## src/rtl/sccb_txn_arbiter_pkg.sv

```systemverilog
// Shared types and defaults for the SCCB transaction arbiter and the
// init sequencer that feeds it.
package sccb_txn_arbiter_pkg;

  localparam int SCCB_FIELD_W       = 16;
  localparam int RDATA_W            = 8;
  localparam int TMO_W              = 10;
  localparam int DEF_MAX_RETRY      = 3;
  localparam int DEF_TIMEOUT_PULSES = 1023;

  typedef enum logic [1:0] {
    ST_IDLE  = 2'd0,
    ST_ISSUE = 2'd1,
    ST_WAIT  = 2'd2,
    ST_DONE  = 2'd3
  } arb_state_e;

  // Index width for 2..4 requesters.
  function automatic int idx_w(input int n);
    return (n > 2) ? 2 : 1;
  endfunction

endpackage

```

## src/rtl/sccb_rr_pick.sv

```systemverilog
// Combinational round-robin picker: first set request at or after ptr,
// searching upward with wrap.
module sccb_rr_pick
  import sccb_txn_arbiter_pkg::*;
#(
  parameter  int NUM_REQ = 2,
  localparam int IDX_W   = idx_w(NUM_REQ)
) (
  input  logic [NUM_REQ-1:0] req,
  input  logic [IDX_W-1:0]   ptr,
  output logic [NUM_REQ-1:0] grant,
  output logic [IDX_W-1:0]   idx,
  output logic               valid
);

  // Scan from the farthest offset down so the nearest candidate wins last.
  always_comb begin
    logic [IDX_W-1:0] cand;
    int               pos;
    grant = '0;
    idx   = '0;
    valid = 1'b0;
    for (int off = NUM_REQ - 1; off >= 0; off--) begin
      pos = int'(ptr) + off;
      if (pos >= NUM_REQ) pos = pos - NUM_REQ;
      cand = IDX_W'(pos);
      if (req[cand]) begin
        grant       = '0;
        grant[cand] = 1'b1;
        idx         = cand;
        valid       = 1'b1;
      end
    end
  end

endmodule

```

## src/rtl/sccb_txn_arbiter.sv

```systemverilog
// Shares one SCCB transaction controller between NUM_REQ requesters with
// round-robin grant, bounded ack-error retry and a data-pulse timeout.
module sccb_txn_arbiter
  import sccb_txn_arbiter_pkg::*;
#(
  parameter int NUM_REQ        = 2,
  parameter int MAX_RETRY      = DEF_MAX_RETRY,
  parameter int TIMEOUT_PULSES = DEF_TIMEOUT_PULSES
) (
  input  logic                        clk_i,
  input  logic                        rst_i,
  input  logic [NUM_REQ-1:0]          req_i,
  input  logic [NUM_REQ-1:0]          rw_i,
  input  logic [SCCB_FIELD_W*NUM_REQ-1:0] wdata_i,
  output logic [NUM_REQ-1:0]          ack_o,
  output logic [NUM_REQ-1:0]          err_o,
  output logic [RDATA_W-1:0]          rdata_o,
  output logic                        busy_o,
  input  logic                        data_pulse_i,
  output logic                        sccb_start_o,
  output logic                        sccb_rw_o,
  output logic [SCCB_FIELD_W-1:0]     sccb_data_o,
  input  logic                        sccb_done_i,
  input  logic                        sccb_ack_error_i,
  input  logic [RDATA_W-1:0]          sccb_rdata_i
);

  localparam int IDX_W   = idx_w(NUM_REQ);
  localparam int RETRY_W = (MAX_RETRY < 2) ? 1 : $clog2(MAX_RETRY + 1);

  arb_state_e                state_q, state_d;
  logic [IDX_W-1:0]          gnt_idx_q, gnt_idx_d;
  logic                      gnt_rw_q, gnt_rw_d;
  logic [SCCB_FIELD_W-1:0]   gnt_data_q, gnt_data_d;
  logic [IDX_W-1:0]          rr_ptr_q, rr_ptr_d;
  logic [RETRY_W-1:0]        retry_cnt_q, retry_cnt_d;
  logic [TMO_W-1:0]          tmo_cnt_q, tmo_cnt_d;
  logic [TMO_W-1:0]          tmo_inc;
  logic                      start_q, start_d;
  logic                      sccb_rw_q, sccb_rw_d;
  logic [SCCB_FIELD_W-1:0]   sccb_data_q, sccb_data_d;
  logic [NUM_REQ-1:0]        ack_q, ack_d, err_q, err_d;
  logic [RDATA_W-1:0]        rdata_q, rdata_d;
  logic                      busy_q, busy_d;

  logic [NUM_REQ-1:0]        pick_grant;
  logic [IDX_W-1:0]          pick_idx;
  logic                      pick_valid;

  sccb_rr_pick #(.NUM_REQ(NUM_REQ)) u_pick (
    .req   (req_i),
    .ptr   (rr_ptr_q),
    .grant (pick_grant),
    .idx   (pick_idx),
    .valid (pick_valid)
  );

  assign tmo_inc = tmo_cnt_q + 1'b1;

  always_comb begin
    state_d     = state_q;
    gnt_idx_d   = gnt_idx_q;
    gnt_rw_d    = gnt_rw_q;
    gnt_data_d  = gnt_data_q;
    rr_ptr_d    = rr_ptr_q;
    retry_cnt_d = retry_cnt_q;
    tmo_cnt_d   = tmo_cnt_q;
    start_d     = start_q;
    sccb_rw_d   = sccb_rw_q;
    sccb_data_d = sccb_data_q;
    ack_d       = '0;
    err_d       = '0;
    rdata_d     = rdata_q;
    busy_d      = busy_q;
    case (state_q)
      ST_IDLE: begin
        if (pick_valid) begin
          gnt_idx_d   = pick_idx;
          gnt_rw_d    = rw_i[pick_idx];
          gnt_data_d  = wdata_i[pick_idx*SCCB_FIELD_W +: SCCB_FIELD_W];
          rr_ptr_d    = (pick_idx == IDX_W'(NUM_REQ - 1)) ? '0 : pick_idx + 1'b1;
          retry_cnt_d = '0;
          busy_d      = 1'b1;
          state_d     = ST_ISSUE;
        end
      end
      ST_ISSUE: begin
        // A done still high from the previous op must clear before restarting.
        if (data_pulse_i && !sccb_done_i) begin
          start_d     = 1'b1;
          sccb_rw_d   = gnt_rw_q;
          sccb_data_d = gnt_data_q;
          tmo_cnt_d   = '0;
          state_d     = ST_WAIT;
        end
      end
      ST_WAIT: begin
        if (data_pulse_i) begin
          if (sccb_done_i) begin
            start_d = 1'b0;
            if (!sccb_ack_error_i) begin
              if (gnt_rw_q) rdata_d = sccb_rdata_i;
              ack_d[gnt_idx_q] = 1'b1;
              busy_d           = 1'b0;
              state_d          = ST_DONE;
            end else if (retry_cnt_q < RETRY_W'(MAX_RETRY)) begin
              retry_cnt_d = retry_cnt_q + 1'b1;
              state_d     = ST_ISSUE;
            end else begin
              err_d[gnt_idx_q] = 1'b1;
              busy_d           = 1'b0;
              state_d          = ST_DONE;
            end
          end else begin
            tmo_cnt_d = tmo_inc;
            if (tmo_inc == TMO_W'(TIMEOUT_PULSES)) begin
              start_d          = 1'b0;
              err_d[gnt_idx_q] = 1'b1;
              busy_d           = 1'b0;
              state_d          = ST_DONE;
            end
          end
        end
      end
      ST_DONE: begin
        // ack/err pulse is visible during this cycle; IDLE may regrant next clk.
        state_d = ST_IDLE;
      end
      default: state_d = ST_IDLE;
    endcase
  end

  always_ff @(posedge clk_i or posedge rst_i) begin
    if (rst_i) begin
      state_q     <= ST_IDLE;
      gnt_idx_q   <= '0;
      gnt_rw_q    <= 1'b0;
      gnt_data_q  <= '0;
      rr_ptr_q    <= '0;
      retry_cnt_q <= '0;
      tmo_cnt_q   <= '0;
      start_q     <= 1'b0;
      sccb_rw_q   <= 1'b0;
      sccb_data_q <= '0;
      ack_q       <= '0;
      err_q       <= '0;
      rdata_q     <= '0;
      busy_q      <= 1'b0;
    end else begin
      state_q     <= state_d;
      gnt_idx_q   <= gnt_idx_d;
      gnt_rw_q    <= gnt_rw_d;
      gnt_data_q  <= gnt_data_d;
      rr_ptr_q    <= rr_ptr_d;
      retry_cnt_q <= retry_cnt_d;
      tmo_cnt_q   <= tmo_cnt_d;
      start_q     <= start_d;
      sccb_rw_q   <= sccb_rw_d;
      sccb_data_q <= sccb_data_d;
      ack_q       <= ack_d;
      err_q       <= err_d;
      rdata_q     <= rdata_d;
      busy_q      <= busy_d;
    end
  end

  assign ack_o        = ack_q;
  assign err_o        = err_q;
  assign rdata_o      = rdata_q;
  assign busy_o       = busy_q;
  assign sccb_start_o = start_q;
  assign sccb_rw_o    = sccb_rw_q;
  assign sccb_data_o  = sccb_data_q;

endmodule

```

## config.mk

```make
export PLATFORM = sky130hd
export DESIGN_NAME = sccb_txn_arbiter
export DESIGN_NICKNAME = d
export VERILOG_FILES = /design/src/rtl/sccb_txn_arbiter_pkg.sv /design/src/rtl/sccb_rr_pick.sv /design/src/rtl/sccb_txn_arbiter.sv
export SDC_FILE = /design/constraint.sdc
export NUM_CORES = 1
export LEC_CHECK = 0
export ABC_AREA = 1
export ABC_CLOCK_PERIOD_IN_PS = 2100
export CORE_MARGIN = 2
export CORE_UTILIZATION = 25
export CTS_CLUSTER_SIZE = 12
export DETAILED_ROUTE_END_ITERATION = 12
export SKIP_LAST_GASP = 1
export SLEW_MARGIN = 10
export SYNTH_ARGS = -nofsm -noshare
export SYNTH_HDL_FRONTEND = slang
export SYNTH_SLANG_ARGS = --single-unit
```

## constraint.sdc

```tcl
create_clock -name clk_i -period 2.1 [get_ports clk_i]
set_input_delay 0.21 -clock clk_i [delete_from_list [all_inputs] [get_ports clk_i]]
set_output_delay 0.21 -clock clk_i [all_outputs]
set_load 0.01 [all_outputs]
```

# == Yosys cells after proc, flatten, opt, wreduce, memory -nomap -nowiden ==
# Index checks and enable logic that the tools add are counted.
# totals
regBits,64
inputBits,49
output_inout_bits,31
wordCells,111
# classes
addsub,6
magnitude_cmp,8
n_eq_ne,13
shifts,1
muxes,54
bitwise_logic,1
reduce_logical,14
# op_table
operator,n
two-way mux 2 bit,22
indexed part select 32 x 6 -> 16 bit,1
two-way mux 10 bit,3
two-way mux 1 bit,23
one-hot mux 10 bit (2 select lines),1
!= test 2 bit (second input constant),7
AND reduction 4 bit,3
adder 10 x 1 -> 10 bit (second input constant),1
== test 10 bit (second input constant),1
AND reduction 5 bit,2
less-than comparator 1 x 2 -> 1 bit (second input constant),4
one-hot mux 2 bit (4 select lines),1
AND reduction 6 bit,1
== test 2 bit (second input constant),2
!= test 4 bit (second input constant),1
one-hot mux 1 bit (2 select lines),2
one-hot mux 2 bit (2 select lines),1
AND reduction 2 bit,2
nonzero test 2 bit,2
!= test 3 bit (second input constant),1
adder 1 x 1 -> 2 bit (second input constant),1
adder 2 x 1 -> 2 bit (second input constant),1
== test 2 x 1 -> 1 bit (second input constant),1
>= comparator 1 x 2 -> 1 bit (second input constant),1
other kinds (10),12

# == Longest topological paths before layout ==
# Gate-level depths: netlist (run 1).
# logic_depth
ltp_word,9
ltp_mapped,12
mapped_depth_nobuf,12

# == Modules after synthesis ==
# From an unflattened synthesis (run 1), not the netlist that was laid out.
# hier_totals
cells_unflattened,329
area_unflattened_um2,2997.9
# by_module_without_submodules
module,instances,cells_per_inst,area_each_um2,seq_area_each_um2
sccb_txn_arbiter,1,322,2964.1,1601.5
sccb_rr_pick,1,7,33.8,0.0

# == Worst setup path before layout (run 1) ==
# Ideal clock, no wire load.
# synth_path
path_kind,reg-to-reg
from,register tmo_cnt_q[1]
to,register busy_q (netlist: busy_o)
setup_time_ns,0.130
arrival_ns,1.454
t_required_ns,1.970
setup_slack_ns,0.517
stages_incl_launch_ff,12
path_buffers,0
period_less_slack_ns,1.583
cell_sequence,dfrtp_1 -> ha_1 -> nand2_1 -> inv_1 -> nor2_1 -> nand3_1 -> nor2_1 -> nand3_1 -> o21ai_2 -> nand3_1 -> nand2_1 -> nand2_1
# synth_via
elab_chain_len,4
# synth_rtl
element,line_no,text
from (decl),sccb_txn_arbiter.sv:37,"logic [TMO_W-1:0] tmo_cnt_q, tmo_cnt_d;"
from (signal assigned),sccb_txn_arbiter.sv:156,tmo_cnt_q <= tmo_cnt_d;
adder 10 x 1 -> 10 bit,sccb_txn_arbiter.sv:58,assign tmo_inc = tmo_cnt_q + 1'b1;
== test 10 bit,sccb_txn_arbiter.sv:116,if (tmo_inc == TMO_W'(TIMEOUT_PULSES)) begin
!= test 3 bit (no source line),n/a,
AND reduction 5 bit (no source line),n/a,
to (signal assigned),sccb_txn_arbiter.sv:163,busy_q <= busy_d;
to (decl),sccb_txn_arbiter.sv:44,"logic busy_q, busy_d;"
# Every way passes these cells.
# A chain may end at the register's enable or synchronous reset.

# == Worst setup path in the final report (run 1) ==
# Same ends and word-level chain as after synthesis.

==> results, run 1 <==
- The portion of the post-synthesis area used by sequential elements is 0.532.
- After detailed routing, the average wire length per cell comes to 12.3 um.
- Adding up every negative setup slack in the final design gives 0 ns.
- In this run the core area contains 40 standard-cell rows.
- Along the worst path, the maximum fanout reaches 5.
- The transition at the pin with the smallest max-transition slack is 0.828 ns.
- The number of buffers inserted by hold repair at cts is 0.
- The total power divided by cell area is 1310 nW/um2.
- The min-delay analysis places its worst path in the category in -> async.
- The clock tree buffer depth is 2.
- The iteration count of the initial detailed-routing pass is 4.
- The most used standard cell by instance count after synthesis is sky130_fd_sc_hd__nand2_1.
- The starting density of the core is 0.254.
- The total detailed-routing wirelength is 6940 um.
- The post-CTS repair timing setup buffer count is 0.
- The switching share of total power is 0.347.
- The clock buffer count from CTS is 9.
- The CTS H-tree depth is 3.
- The run finished with clean final reports.
- The unique cell type count in the Yosys netlist is 31.
- The relative slew slack is 0.448.
- The internal portion of the total power is 3660 uW.
- Traced cell by cell, the critical path runs through ha_1, nand2_1, inv_1, nor2_1, nand3_1, nor2_1, nand3_2, o21ai_4, nand3_1, nand2_1, nand2_1.
- The number of antenna diodes in the final layout is 0.
- Among all flip-flop cells after synthesis, the most frequent one is sky130_fd_sc_hd__dfrtp_1.
- The number of top-level pins is 80.
- The delay of the slowest cell on the worst path is 0.43 ns.
- The worst-case IR drop observed on VDD is 491 uV.
- The initial antenna violation count is 0.
- In this run, synthesis inferred 0 flip-flops with an integrated enable.
- For this run, the share of the core covered by cells in the final layout is 0.362.
- The die is 114 um wide.
- The worst setup path is launched from a register.
- The largest individual stage delay along the critical path comes from the cell sky130_fd_sc_hd__dfrtp_1.
- The congestion estimate from routability-driven global placement came to 0.856.
- In this run the mean area of a mapped cell was 9.26 um2.
- The count of nets left with antenna violations once routing finished came out at 0.
- The critical path required time is 2.31 ns.
- The number of global-route vias before repair is 2477.
- The share of total power dissipated in sequential elements is 0.381.
- The number of failing hold endpoints at the final stage was 0.
- In this run the static leakage power is 0.00197 uW.
- From bottom edge to top edge, the die measures 114 um.
- The post-synthesis cell area is 3010 um2.
- The pin count of the biggest net entering global routing is 51.
- Across the run, the number of max-cap violations was 0.
- The pre-CTS worst setup slack is 0.136 ns.
- Based on the critical path, the design can be clocked at up to 546 MHz.
- The total area inside the core boundary comes to 11900 um2.
- The cell at the root of the clock tree is sky130_fd_sc_hd__clkbuf_16.
- The sum of net half-perimeters after detailed placement is 5140 um.
- The final net count is 464.
- The tree built by TritonCTS fans out to 64 sinks.
- For this design the total switching power over the nets is 1950 uW.
- The total cell area at the placement stage is 4000 um2.
- The finished cells cover 4300 um2.
- The biggest area contributor in the post-synthesis netlist is sky130_fd_sc_hd__dfrtp_1.
- Between clock sinks in the finished design, the worst skew comes to 0.00593 ns.
- The post-synthesis sequential element count is 64.
- By startpoint and endpoint, the worst setup path is classified as reg -> reg.
- Synthesis produced 325 cells.
- The number of nets in the synthesized netlist is 377.
- In this design, the critical path's most frequently occurring cell is sky130_fd_sc_hd__nand2_1.
- After clock tree synthesis, the clock-pin slew on the worst setup and hold paths is 0.06 ns.
- Port buffering added 79 buffers.
- The fraction of power consumed by the clock network is 0.245.
- In the final layout, the share of cells above drive strength 1 is 0.146.
- The worst setup margin is 0.269 ns.
- By area the synthesized netlist is led by sky130_fd_sc_hd__dfrtp_1 53%, sky130_fd_sc_hd__nand2_1 8.1%, sky130_fd_sc_hd__inv_1 6.4%.
- Of all flip-flops after synthesis, the portion carrying an async set or reset was 1.00.
- For this run, design rule violations remaining after detail routing come to 0.
- TritonCTS built the clock tree.
- The detail-routed via count per cell is 4.45.
- The arrival time of data at the critical path endpoint is 2.04 ns.
- Setup violations remaining at the end of the flow were counted as 0.
- The share of synthesized area in the top cell type comes to 0.532.
- The nature of the critical path endpoint is a register.
- The global-route wire length before repair is 11800 um.
- The final-report max-slew violation count is 0.
- In the finished design, the share of the clock period the worst path needs comes to 0.872.
- The commonest cells after synthesis are 65 x sky130_fd_sc_hd__nand2_1, 64 x sky130_fd_sc_hd__dfrtp_1, 51 x sky130_fd_sc_hd__inv_1, 35 x sky130_fd_sc_hd__nand3_1, 22 x sky130_fd_sc_hd__o21ai_0.
- The clock latency at the later pin of the worst-skew pair is 0.32 ns.
- For this block, the initial DRC count from the detailed router was 95.
- In the global route stage, overall resource usage came out at 0.115.
- The final period demand of the worst path is 1.83 ns.
- The die footprint is 12900 um2.
- The routed layout has 2512 vias.
- The area growth from synthesis to final layout is 42.8%.
- Setup repair after global routing left no endpoint under its margin.
- The Yosys step of the flow raised 0 warnings.
- The final global-route overflow total is 0.
- The part of the power in combinational logic is 0.374.
path summary, 6_finish.rpt:
path / startpoint / to / slack, ns / cells past startpoint
min in group clk_i: wdata_i[11] / gnt_data_q[11] / 0.47 / 3
min reg2reg: sccb_data_o[7] / sccb_data_o[7] / 0.49 / 2
min: rst_i / sccb_data_o[3] / 0.18 / 2
max in group asynchronous: rst_i / busy_o / 1.35 / 3
max: tmo_cnt_q[1] / busy_o / 0.27 / 11
max reg2reg: tmo_cnt_q[1] / busy_o / 0.27 / 11
routing by layer:
layer  global-route usage  vias up  part of all wire
li1                     -     1240                 -
met1                0.156     1189              0.48
met2                0.179       77              0.45
met3               0.0324        6             0.060
met4               0.0341        0            0.0086
met5                    0        -                 0
critical path, delay by kind of cell, from the launching register on:
kind            cells  cell delay (ns)
compound gates      1             0.18
fa+ha+maj           1             0.24
buf+inv             1             0.05
flops               1             0.43
simple gates        8             0.82
area by class of cell:
class	instances	area (um2)
fillers	1191	7560
flip-flops and latches	64	1600
multi-input cells	196	1160
repair buffers	87	863
clock buffers	10	239
inverters	54	203
well taps	147	184
clock inverters	6	42.5
registers in the layout, summed over array words and instances (netlist names):
name / flops
gnt_idx_q: 1
rdata_o: 8
sccb_rw_o: 1
ack_o: 2
state_q: 2
rr_ptr_q: 1
sccb_start_o: 1
err_o: 2
busy_o: 1
gnt_rw_q: 1
tmo_cnt_q: 10
gnt_data_q: 16
retry_cnt_q: 2
sccb_data_o: 16
stage by stage:
stage	total power (uW)	hold slack, ns	cells
6_report	5610	0.181	564
5_1_grt	6060	0.200	564
4_1_cts	5690	0.180	564
3_5_place_dp	4270	0.471	548
3_3_place_gp	4210	0.472	548
2_1_floorplan	3320	0.342	325
layout by cell type, fill, tap and decap left out, types with 8 or more instances in the layout:
| cell | n |
|---|---|
| sky130_fd_sc_hd__clkdlybuf4s50_1 | 79 |
| sky130_fd_sc_hd__o21ai_0 | 22 |
| sky130_fd_sc_hd__dfrtp_1 | 64 |
| sky130_fd_sc_hd__inv_1 | 50 |
| sky130_fd_sc_hd__o221ai_1 | 8 |
| sky130_fd_sc_hd__clkbuf_16 | 9 |
| sky130_fd_sc_hd__nand3_1 | 34 |
| sky130_fd_sc_hd__nor2_1 | 18 |
| sky130_fd_sc_hd__nand2_1 | 65 |
| sky130_fd_sc_hd__mux2_2 | 14 |
timing repair:
item / CTS / global route
setup endpoints to repair: 0 / 1
endpoints found under the hold margin: 0 / 0
resized for setup: 0 / 2
power groups by stage:
stage          combinational, uW  sequential, uW  clock, uW
3_3_place_gp                2060            2150          0
6_report                    2100            2130       1370
2_1_floorplan               1130            2190          0
5_1_grt                     2360            2220       1480
3_5_place_dp                2120            2150          0
4_1_cts                     2120            2140       1430
cells by family after synthesis:
group,synth area share
buffers and inverters,0.0849
adder cells (fa/ha/maj),0.0125
multiplexers,0.0562
AO/OA/AOI/OAI,0.124
flip-flops,0.532
AND/OR/NAND/NOR,0.190
Power figures use the tool's default switching activity.
==> run 2, diff against run 1 <==
CORE_MARGIN = 4   (was 2)
==> run 2 against run 1 <==
Effect of this change:
- sequential share of layout area shrank 0.34 points
- power grew 4.0%
- clock power grew 12%
- clock skew increased by 0.0042 ns
- final area increased by 0.93%
- count of clock-buffer cells in the layout stayed put
- via count up 0.56%
==> results, run 2 (synthesis results as in run 1) <==
- The run finished with clean final reports.
- The setup clock skew after layout is 0.0101 ns (+0.00418 ns).
- The arrival time of data at the critical path endpoint is 2.09 ns (+0.05 ns).
- The register share of total power was 0.369 (-0.012).
- The final RePlAce weighted congestion is 0.851 (-0.68%).
- The number of failing hold endpoints at the final stage is 0 (unchanged).
- The number of max-capacitance violations reported is 0 (unchanged).
- The worst vdd rail ir drop came to 682 uV (+39%).
- The number of I/O port buffers is 79 (unchanged).
- The final cycle utilization of the critical path is 0.893 (+0.0213).
- The final-layout fill cell count is 1141 (-4.2%).
- The die width is 118 um (+3.5%).
- The placeable core region is 11600 um2 (-2.1%).
- The sum of net half-perimeters after detailed placement is 5570 um (+8.4%).
- The clock sink total is 64 (unchanged).
- The global-route track usage on met1 is 0.151 (-0.00511).
- The switching share of total power is 0.345 (-0.00205).
- The transition at the pin with the smallest max-transition slack is 0.517 ns (-0.311 ns).
- The number of instances resized during post-cts repair is 0 (unchanged).
- STA classifies the critical path endpoint as a register.
- Setup repair after global routing left no endpoint under its margin.
- The clock tree from TritonCTS is done.
- The final standard cell utilization of the core is 0.373 (+0.0112).
- The clock latency at the later pin of the worst-skew pair is 0.33 ns (about the same).
- The total placed cells including tap cells was 546 (-0.36%).
- The post-detailed-route count of antenna-violating nets came to 0 (unchanged).
- The final-report max-slew violation count was 0 (unchanged).
- The part of the power in combinational logic is 0.366 (-0.008).
- The fraction of power consumed by the clock network was 0.265 (+0.020).
- The starting density of the core is 0.259 (+0.00541).
- The count of non-filler cells in the finished layout was 562 (-0.35%).
- The total detailed-routing wirelength is 7480 um (+7.8%).
- The pin count of the biggest net entering global routing came to 31 (-39%).
- The proportion of layout cells with a drive suffix above 1 is 0.148 (+0.00169).
- The critical path required time was 2.31 ns (about the same).
- The violation count after the first detailed-routing iteration is 74 (-22%).
- The internal power was 3820 uW (+4.3%).
- The delay of the slowest cell on the worst path was 0.43 ns (about the same).
- The cell at the root of the clock tree is sky130_fd_sc_hd__clkbuf_16.
- The critical path in this run is classified as reg -> reg.
- The area growth from synthesis to final layout is 44.2%.
- The mean routed wirelength per cell is 13.3 um (+8.2%).
- The CTS H-tree depth is 3 (unchanged).
- The detailed-route via count came to 2526 (+0.56%).
- The final period demand of the worst path is 1.88 ns (+0.0448 ns).
- The standby leakage power is 0.00199 uW (+1.5%).
- The critical-path cell with the highest stage delay is sky130_fd_sc_hd__dfrtp_1.
- The die footprint was 13900 um2 (+7.2%).
- The iteration count of the initial detailed-routing pass is 4 (unchanged).
- The clock-pin slew reported for the worst setup and hold paths after clock tree synthesis is 0.06 ns (about the same).
- The clock tree buffer depth is 2 (unchanged).
- The number of remaining DRC errors came to 0 (unchanged).
- The relative slew slack came to 0.655 (+0.207).
- The routing usage on met3 was 0.0322 (-0.000216).
- The overall power consumption is 5830 uW (+4.0%).
- The startpoint type of the worst setup path is a register.
- The final net count is 466 (+0.43%).
- The library cells used most frequently in the layout, excluding fill and tap cells, are 79 x sky130_fd_sc_hd__clkdlybuf4s50_1, 65 x sky130_fd_sc_hd__nand2_1, 64 x sky130_fd_sc_hd__dfrtp_1, 50 x sky130_fd_sc_hd__inv_1, 35 x sky130_fd_sc_hd__nand3_1.
- The path class of the tightest hold or removal check is in -> async.
- The total inserted antenna cells came to 0 (unchanged).
- The total power divided by cell area is 1340 nW/um2 (+3.0%).
- The number of buffers inserted by hold repair at cts is 0 (unchanged).
- The global-route usage over all layers is 0.113 (-0.00182).
- Walking the worst path, the cells encountered are ha_1, nand2_1, inv_1, nor2_1, nand3_1, nor2_1, nand3_1, o21ai_2, nand3_1, nand2_1, nand2_1.
- The vertical extent of the die came to 118 um (+3.5%).
- The final-layout setup total negative slack came to 0 ns (unchanged).
- The highest clock frequency the design can meet is 533 MHz (-2.4%).
- The power spent charging and discharging nets is 2010 uW (+3.3%).
- The row count is 39 (-2.5%).
- Leaving out fill and tap cells, the most frequent cell in the layout is sky130_fd_sc_hd__clkdlybuf4s50_1.
- The slack of the worst reg-to-reg path is 0.22 ns (-0.04 ns).
- The setup violation total in the final timing report is 0 (unchanged).
- The clock buffer count from CTS came to 9 (unchanged).
- The number of global-route vias before repair is 2643 (+6.7%).
- The number of top-level pins came to 80 (unchanged).
- The largest fanout on the critical path is 5 (unchanged).
- The global-route wire length before repair came to 13000 um (+9.4%).
- met2 is the most crowded layer.
- The met2 usage in global routing is 0.177 (-0.00209).
- The detail-routed via count per cell was 4.49 (+0.92%).
- The initial antenna violation count is 0 (unchanged).
- The post-CTS repair timing setup buffer count is 0 (unchanged).
- The final global-route overflow total is 0 (unchanged).
==> run 2: cell types whose count changed in the layout (fill, tap and decap cells not counted) <==
cell / previous run / this run
sky130_fd_sc_hd__inv_6: 1 / 4
sky130_fd_sc_hd__clkinv_2: 2 / 0
sky130_fd_sc_hd__buf_12: 1 / 2
sky130_fd_sc_hd__buf_4: 7 / 8
sky130_fd_sc_hd__bufinv_16: 0 / 1
sky130_fd_sc_hd__clkinv_4: 1 / 0
sky130_fd_sc_hd__clkinvlp_4: 2 / 1
sky130_fd_sc_hd__nand3_1: 34 / 35
sky130_fd_sc_hd__nand3_2: 2 / 1
sky130_fd_sc_hd__o21ai_2: 0 / 1
sky130_fd_sc_hd__o21ai_4: 1 / 0
==> run 2: metal layers <==
layer  part of all wire  vias to the layer above
met2               0.47                       66
li1                   -                     1246
met1               0.47                     1205
met3              0.047                        9
met5                  0                        -
met4              0.012                        0
==> run 2: power by group through the flow <==
stage          sequential [uW]  clock (uW)  combinational (uW)
5_1_grt                   2230        1640                2400
3_3_place_gp              2150           0                2110
6_report                  2150        1540                2140
2_1_floorplan             2190           0                1130
4_1_cts                   2160        1590                2170
3_5_place_dp              2170           0                2160
==> run 2: final timing paths <==
path,start,end,cells past startpoint
min in group clk_i,wdata_i[11],gnt_data_q[11],3
worst max register to register,tmo_cnt_q[1],busy_o,11
worst min register to register,gnt_idx_q,ack_o[0],1
max in group asynchronous,rst_i,gnt_data_q[5],3
worst min-delay path,rst_i,rr_ptr_q,2
worst max-delay path,tmo_cnt_q[1],busy_o,11
==> run 2: per-stage QoR <==
| step | setup slack (ns) | hold slack, ns | instance area (um2) |
|---|---|---|---|
| 2_1_floorplan | 0.292 | 0.342 | 3010 |
| 3_3_place_gp | 0.252 | 0.453 | 4030 |
| 3_5_place_dp | 0.244 | 0.466 | 4030 |
| 4_1_cts | 0.225 | 0.277 | 4340 |
| 5_1_grt | 0.0413 | 0.315 | 4340 |
| 6_report | 0.225 | 0.253 | 4340 |
==> run 2: final cells by class <==
| type | instances | area (um2) | share of cell area |
|---|---|---|---|
| tap | 143 | 179 | 0.0413 |
| sequential | 64 | 1600 | 0.369 |
| clock inverter | 6 | 72.6 | 0.0167 |
| inverter | 54 | 203 | 0.0467 |
| clock buffer | 10 | 239 | 0.0551 |
| multi-input combinational | 196 | 1150 | 0.265 |
| timing repair buffer | 89 | 891 | 0.205 |
==> run 2: critical path, delay by kind of cell, from the launching register on <==
| family | cells | cell delay, ns |
|---|---|---|
| simple gates | 8 | 0.80 |
| fa+ha+maj | 1 | 0.25 |
| flops | 1 | 0.43 |
| compound gates | 1 | 0.22 |
| buf+inv | 1 | 0.06 |
==> run 3, diff against run 2 <==
ABC_AREA = unset   (was 1)
ABC_CLOCK_PERIOD_IN_PS = unset   (was 2100)
==> run 3 against run 2 <==
Effect of this change:
- via count down 14%
- clock power about the same
- core utilization up 0.14 points
- critical endpoint is now sccb_start_o
- highest routed layer unchanged
==> results, run 3 <==
- The run finished with clean final reports.
- The final period demand of the worst path is 1.90 ns (+0.0262 ns).
- The endpoint identified for the worst register-to-register timing path is sccb_start_o.
- The number of instances resized during post-cts repair is 0 (unchanged).
- The transition at the pin with the smallest max-transition slack came to 0.910 ns (+0.393 ns).
- The global-route usage over all layers is 0.110 (-0.00299).
- The critical-path cell with the highest stage delay is sky130_fd_sc_hd__dfrtp_1.
- The critical path is of the reg -> reg type.
- The synthesized area per cell was 12.1 um2 (+31%).
- The post-synthesis cell area was 2870 um2 (-4.6%).
- The final-layout fill cell count came to 1103 (-3.3%).
- The slack of the worst reg-to-reg path is 0.20 ns (-0.03 ns).
- The number of remaining DRC errors is 0 (unchanged).
- The mean routed wirelength per cell is 14.8 um (+11%).
- The standby leakage power is 0.00179 uW (-10%).
- The tightest hold margin is 0.289 ns (+0.0361 ns).
- STA classifies the critical path endpoint as a register.
- The post-synthesis sequential element count is 64 (unchanged).
- The area of the multi-input gates came to 1110 um2 (-3.2%).
- The buffering stage count on the worst path with inverters included is 0 (-1).
- The clock latency at the later pin of the worst-skew pair is 0.32 ns (about the same).
- The number of failing hold endpoints at the final stage is 0 (unchanged).
- The clock tree from TritonCTS is done.
- Counting stages on the worst path, the most repeated cell is sky130_fd_sc_hd__o21ai_2.
- The number of max-capacitance violations reported is 0 (unchanged).
- The fraction of synthesis flops using an asynchronous set or reset pin is 1.00 (unchanged).
- The total inserted antenna cells is 0 (unchanged).
- The number of I/O port buffers is 79 (unchanged).
- The gate count after technology mapping is 237 (-27%).
- The setup clock skew after layout was 0.00848 ns (-0.00162 ns).
- The pin count of the biggest net entering global routing came to 65 (+110%).
- The final cycle utilization of the critical path came to 0.906 (+0.0125).
- The share of the synthesized area in the top cell type was 0.558 (+0.0258).
- The post-detailed-route count of antenna-violating nets came to 0 (unchanged).
- The cell type contributing the most total cell area after synthesis is sky130_fd_sc_hd__dfrtp_1.
- The highest clock frequency the design can meet is 526 MHz (-1.4%).
- The warning count from the yosys run is 0 (unchanged).
- The starting density of the core is 0.260 (+0.00110).
- The CTS H-tree depth is 3 (unchanged).
- The final-layout setup total negative slack is 0 ns (unchanged).
- The number of buffers inserted by hold repair at cts is 0 (unchanged).
- The number of global-route vias before repair is 2256 (-15%).
- The cell at the root of the clock tree is sky130_fd_sc_hd__clkbuf_16.
- The iteration count of the initial detailed-routing pass is 5 (+1).
- The number of nets in the synthesized netlist is 289 (-23%).
- The area growth from synthesis to final layout is 44.1% (about the same).
- The type of the worst min-delay path is in -> async.
- The arrival time of data at the critical path endpoint is 2.10 ns (about the same).
- The worst register-to-register path begins at tmo_cnt_q[1].
- The relative slew slack is 0.393 (-0.262).
- The final RePlAce weighted congestion is 0.775 (-8.9%).
- The initial antenna violation count is 0 (unchanged).
- The largest fanout on the critical path was 8 (+3).
- The most common cell after layout, fill and taps aside is sky130_fd_sc_hd__clkdlybuf4s50_1.
- The critical path goes through ha_2, and2b_1, o21ai_2, a2111oi_4, o21ai_2, a211o_1.
- The number of top-level pins is 80 (unchanged).
- The vertical extent of the die came to 115 um (-2.2%).
- The post-CTS repair timing setup buffer count is 0 (unchanged).
- The clock buffer count from CTS came to 9 (unchanged).
- The cell family contributing the most delay on the critical path is compound AO/OA/AOI/OAI gates.
- The proportion of layout cells with a drive suffix above 1 is 0.179 (+0.0310).
- The worst vdd rail ir drop is 616 uV (-9.6%).
- The total power divided by cell area is 1250 nW/um2 (-7.0%).
- The portion of the post-synthesis area used by sequential elements was 0.558 (+0.0258).
- The violation count after the first detailed-routing iteration is 135 (+82%).
- The count of flip-flops with a built-in enable after synthesis is 0 (unchanged).
- The total area of sequential cells is 1600 um2 (unchanged).
- By instance count, the leading cell after synthesis is sky130_fd_sc_hd__dfrtp_1.
- The placeable core region is 11000 um2 (-5.0%).
- The clock-pin slew reported for the worst setup and hold paths after clock tree synthesis is 0.05 ns (about the same).
- By area the synthesized netlist is led by sky130_fd_sc_hd__dfrtp_1 56%, sky130_fd_sc_hd__mux2_2 6.7%, sky130_fd_sc_hd__a222oi_1 5.9%.
- The sum of net half-perimeters after detailed placement is 4740 um (-15%).
- The clock sink total is 64 (unchanged).
- The setup violation total in the final timing report is 0 (unchanged).
- The commonest cells after synthesis are 64 x sky130_fd_sc_hd__dfrtp_1, 20 x sky130_fd_sc_hd__inv_1, 17 x sky130_fd_sc_hd__a222oi_1, 17 x sky130_fd_sc_hd__mux2_2, 15 x sky130_fd_sc_hd__o21ai_0.
- In the layout the commonest cells are 79 x sky130_fd_sc_hd__clkdlybuf4s50_1, 64 x sky130_fd_sc_hd__dfrtp_1, 19 x sky130_fd_sc_hd__inv_1, 17 x sky130_fd_sc_hd__mux2_2, 17 x sky130_fd_sc_hd__a222oi_1.
- The final global-route overflow total was 0 (unchanged).
- Setup repair after global routing left no endpoint under its margin.
- The final-report max-slew violation count is 0 (unchanged).
- The critical path required time is 2.30 ns (about the same).
- The unique cell type count in the Yosys netlist is 46 (+48%).
- For this run, the leading register cell type out of synthesis is sky130_fd_sc_hd__dfrtp_1.
- The global-route wire length before repair is 11300 um (-13%).
- The clock tree buffer depth is 2 (unchanged).
- The detail-routed via count per cell is 4.67 (+3.9%).
- The startpoint type of the worst setup path is a register.
- The total detailed-routing wirelength is 6890 um (-8.0%).
- The die width is 115 um (-2.2%).
- The count of cells along the worst register-to-register path was 6 (-5).
- The delay of the slowest cell on the worst path is 0.45 ns (+0.02 ns).
- The die footprint was 13300 um2 (-4.3%).
- The row count is 38 (-2.6%).
- The final standard cell utilization of the core was 0.375 (+0.00136).
- The detailed-route via count is 2166 (-14%).
- The final net count was 371 (-20%).
[run 3: cell types whose count changed in the layout (fill, tap and decap cells not counted), moves of 8 or more]
cell	change
sky130_fd_sc_hd__nand2_1	-51
sky130_fd_sc_hd__o221ai_1	-8
sky130_fd_sc_hd__mux2_4	+8
sky130_fd_sc_hd__nand3_1	-29
sky130_fd_sc_hd__nor2_1	-8
sky130_fd_sc_hd__inv_1	-31
sky130_fd_sc_hd__a222oi_1	+17
[run 3: per-layer routing]
| metal | vias up | global-route usage | part of all wire |
|---|---|---|---|
| li1 | 1024 | - | - |
| met1 | 1067 | 0.143 | 0.46 |
| met2 | 71 | 0.171 | 0.47 |
| met3 | 4 | 0.0453 | 0.063 |
| met4 | 0 | 0.0282 | 0.010 |
| met5 | - | 0 | 0 |
[run 3: layout make-up]
| type | instances | area share |
|---|---|---|
| Clock buffer | 11 | 0.0563 |
| Clock inverter | 5 | 0.0197 |
| Inverter | 20 | 0.0182 |
| Multi-Input combinational cell | 140 | 0.270 |
| Sequential cell | 64 | 0.387 |
| Tap cell | 140 | 0.0424 |
| Timing Repair Buffer | 84 | 0.206 |
[run 3: cells by family (layout without fill, tap and decap cells)]
group	after synthesis	in the layout	synth area share
XOR/XNOR	4	4	0.0122
buffers and inverters	33	120	0.0554
multiplexers	26	26	0.112
flip-flops	64	64	0.558
adder cells (fa/ha/maj)	3	3	0.0131
AO/OA/AOI/OAI	55	55	0.153
AND/OR/NAND/NOR	52	52	0.0960
[run 3: worst reg2reg max path, delay by kind of cell (launching register included)]
family,cells,cell delay (ns)
flip-flops,1,0.45
AND/OR/NAND/NOR,1,0.22
AO/OA/AOI/OAI,4,0.84
adder cells (fa/ha/maj),1,0.27
[run 3: worst max path at each step]
stage / end / startpoint / cells after the start / slack, ns
after detailed placement: tmo_cnt_q[9] / data_pulse_i / 6 / 0.08
after CTS: sccb_start_o / tmo_cnt_q[1] / 6 / 0.11
after floorplan: sccb_start_o / tmo_cnt_q[0] / 7 / 0.24
after global routing: busy_o / tmo_cnt_q[1] / 6 / 0.07
after global placement: sccb_start_o / tmo_cnt_q[1] / 6 / 0.14
final: sccb_start_o / tmo_cnt_q[1] / 6 / 0.20
[run 3: report_power, final]
part           switching, uW  total [uW]  internal (uW)
logic                    686        1660            970
registers                275        1950           1680
clock network            524        1560           1040
total                   1480        5170           3680
[run 3: through the flow]
step	std cells	setup WS, ns	cell area, um2	total power [uW]
final	464	0.198	4130	5170
after global routing	464	0.0729	4130	5510
after CTS	464	0.113	4130	5260
after detailed placement	448	0.0773	3820	3650
after global placement	448	0.141	3820	3610
after floorplan	237	0.242	2870	2820
